`src/rtl/seg7_scan_ctrl.sv`:
```
// Bus-mapped 8-digit common-anode hex display: latches the last CPU store and
// scans one nibble per SCAN_DIV clocks, with optional leading-zero blanking.
module seg7_scan_ctrl #(
    parameter int SCAN_DIV = 100000
) (
    input  logic        clk,
    input  logic        rst,
    input  logic        seg7_we,
    input  logic [31:0] cpuseg7_data,
    input  logic        blank_en,
    output logic [31:0] disp_data,
    output logic [7:0]  disp_an,
    output logic [7:0]  disp_seg
);
    localparam int               CNT_W    = (SCAN_DIV > 1) ? $clog2(SCAN_DIV) : 1;
    localparam logic [CNT_W-1:0] CNT_LAST = CNT_W'(SCAN_DIV - 1);

    logic [CNT_W-1:0] cnt;
    logic [2:0]       idx;
    logic [7:0][3:0]  nibs;
    logic [3:0]       nib;
    logic             blank;
    logic [7:0]       seg_next;

    function automatic logic [7:0] hex2seg(input logic [3:0] v);
        logic [7:0] s;
        case (v)
            4'h0: s = 8'hC0;
            4'h1: s = 8'hF9;
            4'h2: s = 8'hA4;
            4'h3: s = 8'hB0;
            4'h4: s = 8'h99;
            4'h5: s = 8'h92;
            4'h6: s = 8'h82;
            4'h7: s = 8'hF8;
            4'h8: s = 8'h80;
            4'h9: s = 8'h90;
            4'hA: s = 8'h88;
            4'hB: s = 8'h83;
            4'hC: s = 8'hC6;
            4'hD: s = 8'hA1;
            4'hE: s = 8'h86;
            default: s = 8'h8E;
        endcase
        return s;
    endfunction

    assign nibs = disp_data;
    assign nib  = nibs[idx];

    // Digit 0 always shows, so an all-zero word still reads "0".
    assign blank    = blank_en && (idx != 3'd0) && ((disp_data >> {idx, 2'b00}) == 32'd0);
    assign seg_next = blank ? 8'hFF : hex2seg(nib);

    always_ff @(posedge clk) begin
        if (rst) begin
            disp_data <= 32'd0;
            cnt       <= '0;
            idx       <= 3'd0;
            disp_an   <= 8'hFF;
            disp_seg  <= 8'hFF;
        end else begin
            if (seg7_we)
                disp_data <= cpuseg7_data;
            if (cnt == CNT_LAST) begin
                cnt <= '0;
                idx <= idx + 3'd1;
            end else begin
                cnt <= cnt + 1'b1;
            end
            // Outputs use pre-edge idx/data, so the anode lags idx by one cycle.
            disp_an  <= ~(8'b1 << idx);
            disp_seg <= seg_next;
        end
    end
endmodule
```
`config.mk`:
```
export PLATFORM = sky130hd
export DESIGN_NAME = seg7_scan_ctrl
export DESIGN_NICKNAME = d
export VERILOG_FILES = /design/src/rtl/seg7_scan_ctrl.sv
export SDC_FILE = /design/constraint.sdc
export NUM_CORES = 1
export LEC_CHECK = 0
export BUFFER_PORTS_ARGS = -buffer_cell sky130_fd_sc_hd__clkbuf_2
export CAP_MARGIN = 20
export CORE_MARGIN = 5
export CORE_UTILIZATION = 55
export CTS_CLUSTER_DIAMETER = 40
export CTS_CLUSTER_SIZE = 14
export DETAILED_ROUTE_END_ITERATION = 12
export PLACE_DENSITY_LB_ADDON = 0.15
export SETUP_SLACK_MARGIN = 0.15
export SLEW_MARGIN = 25
export SYNTH_ARGS = -nofsm -noshare
export SYNTH_HDL_FRONTEND = slang
export SYNTH_SLANG_ARGS = --single-unit
```
`constraint.sdc`:
```
create_clock -name clk -period 8.2 [get_ports clk]
set_input_delay 0 -clock clk [delete_from_list [all_inputs] [get_ports clk]]
set_output_delay 0 -clock clk [all_outputs]
set_load 0.005 [all_outputs]
```
==> results.yml <==
synth:
  netlist_instances: 324
  ys_seq_area_share_pct: 43.6
  synth_area_leaders: "dfxtp_1, mux2i_1, nor2_1, mux4_2, ha_1"
  syn_area_sq_um: 3070
  async_flop_share_pct: 0
  yosysWarnings: 0
  ys_ff_latch: 67
  synth_top_area_share_pct: 43.6
  ys_types: 42
  synth_edf_count: 0
  syn_nets: 372
  yosysTopAreaCell: "dfxtp_1"
  synthFlopType: "dfxtp_1"
  avgSynthCellArea_sq_um: 9.49
worst_setup_path:
  crit_chain: "mux4_2, mux2i_2, nand2b_4, nand3b_1, a221o_1, o311ai_1"
  worstReg2RegStart: "idx[0]"
  crit_path_start: "idx[0]"
  critPathTopFamily: "multiplexers"
  worst-setup-path-type: "register to register"
  max_stage_delay_ps: 940
  crit_arrival_ps: 3370
  crit_path_max_fanout: 24
  cp_num_buf_inv: 0
  critPathSlowestCell: "dfxtp_1"
  cp.required_ps: 8440
  rrSetupSlack_ps: 5070
  start_kind: "register"
  cp-end-kind: "register"
timing:
  tns_ps: 0
  finalHoldViolCount: 0
  final-setup-viol-count: 0
  relSlewSlack_pct: 31.2
  worstMarginPinSlew_ps: 1030
  period_share_pct: 38.2
  skew_ps: 9.21
  fin_crit_ps: 3130
  rsz0062_at_grt: "false"
  fmax_mhz: 319
  final-max-slew-violation-count: 0
outcome:
  status: "finished, final reports clean"
drt:
  wl_per_cell_um: 14.5
  first_iter_violations: 158
  routed_wl_mm: 7.37
  ant_nets: 0
  routed_via_density: 5.27
  drtPass1Iterations: 4
  drc: 0
  num_vias: 2681
cts:
  htreeDepth: 3
  clk_latency_ps: 330
  cts.sinks: 67
  post_cts_buffers: 0
  cts_root_buffer: "clkbuf_8"
  clock_path_buffers: 2
  path_clk_slew_ps: 70
  cts_hold_buf: 32
  cts_made_buffers: 9
  post_cts_resized: 0
  cts_tree: "built"
global_route:
  grt_pass1_vias: 2588
  grt_overflow_total: 0
  antenna_found_initial: 0
  grt_pass1_wl_mm: 12.3
  grt_max_degree: 42
  track_usage_pct: 21.3
floorplanning:
  fp.dieH_um: 84.8
  core-area_sq_um: 5470
  dieArea_sq_um: 7180
  row_count: 27
  initial_core_util_pct: 56.2
  io_pins: 84
  die_x_um: 84.8
place:
  io_buffer_count: 82
  placed_area_sq_um: 3500
  dp_hpwl_mm: 5.11
  dp_cells: 461
  gp_congestion: 0.939
hold_path:
  worstHoldStart: "blank_en"
  hold_path_class: "input port to register"
run:
  cap_viol_max_count: 0
cells_and_area:
  post-route-util_pct: 72.8
  fin_nets: 480
  mostFrequentLayoutCell: "clkbuf_2"
  stdcell_area_sq_um: 3990
  drive_above_1_share_pct: 25.4
  syn_to_final_growth_pct: 29.7
  layout_common_cells: "clkbuf_2, dfxtp_1, nor2_1, mux2i_1, dlygate4sd3_1"
  antenna_cells: 0
  layout.cells.non_filler: 509
pwr:
  ir_drop_uv: 124
  p_leak_uw: 0.00180
  powerDensity_nw_per_um2: 171
-- metrics by stage --
step,power (uW),hold WS [ps],worst slack [ps]
finish,682,339,5070
global route,718,407,4870
CTS,687,320,5100
detailed placement,442,244,5110
global placement,440,235,5220
floorplan,408,115,5620
-- power by group --
| part | internal (uW) | switching [uW] | leakage, uW |
|---|---|---|---|
| registers | 341 | 13.6 | 0.000550 |
| logic | 50.1 | 42.1 | 0.00116 |
| clock network | 116 | 119 | 0.0000928 |
| total | 508 | 174 | 0.00180 |
-- tightest hold or removal path, cell delays in order --
cell      delay (ps)
clkbuf_2          80
nand2_1           60
a21oi_1           40
nand3b_1          70
a221o_1          280
o21ai_1          100
-- kinds of logic (layout without fill, tap and decap cells) --
logic type | after synthesis | after routing | share of synthesized area [%]
AOI/OAI and AO/OA | 27 | 27 | 5.94
xor gates and xnor gates | 16 | 16 | 4.56
adders and majority gates | 12 | 12 | 4.88
buffers and inverters | 26 | 139 | 3.66
DFF | 67 | 67 | 43.6
muxes | 46 | 46 | 18.6
other | 1 | 1 | 0.122
and+or+nand+nor | 129 | 129 | 18.6
-- sequential cells by signal (all words and copies together), names as in the netlist --
| register | cells |
|---|---|
| disp_data | 32 |
| cnt | 17 |
| disp_an | 8 |
| disp_seg | 7 |
| idx | 3 |
-- layout make-up --
type | count | area, sq um
clock buffer | 11 | 141
inverter | 9 | 33.8
timing repair buffer | 114 | 731
fill | 443 | 1490
tap | 72 | 90.1
multi-input combinational | 231 | 1620
sequential | 67 | 1340
clock inverter | 5 | 28.8
-- path summary, 6_finish.rpt --
check                 to  cells after the start
max          disp_seg[1]                      6
max reg2reg  disp_seg[1]                      6
min          disp_seg[0]                      6
min reg2reg       cnt[0]                      1
-- cells in the mapped netlist (3+ instances only) --
cell      count
dfxtp_1      67
nor2_1       66
mux2i_1      34
nand2_1      26
ha_1         12
nand3_1      10
a21oi_1       9
inv_1         9
nor3_1        9
xor2_1        9
mux4_2        8
clkbuf_1      7
xnor2_1       7
buf_1         5
nor4_1        4
o211ai_1      4
and4_1        3
buf_2         3
o221ai_1      3
-- routing by layer --
metal / share of wire, % / track usage (%)
met1: 42 / 25.6
met2: 49 / 35.7
met3: 6.7 / 6.48
met4: 2.2 / 8.49
met5: 0 / 0
No activity file was read; power rests on OpenSTA's default activity.
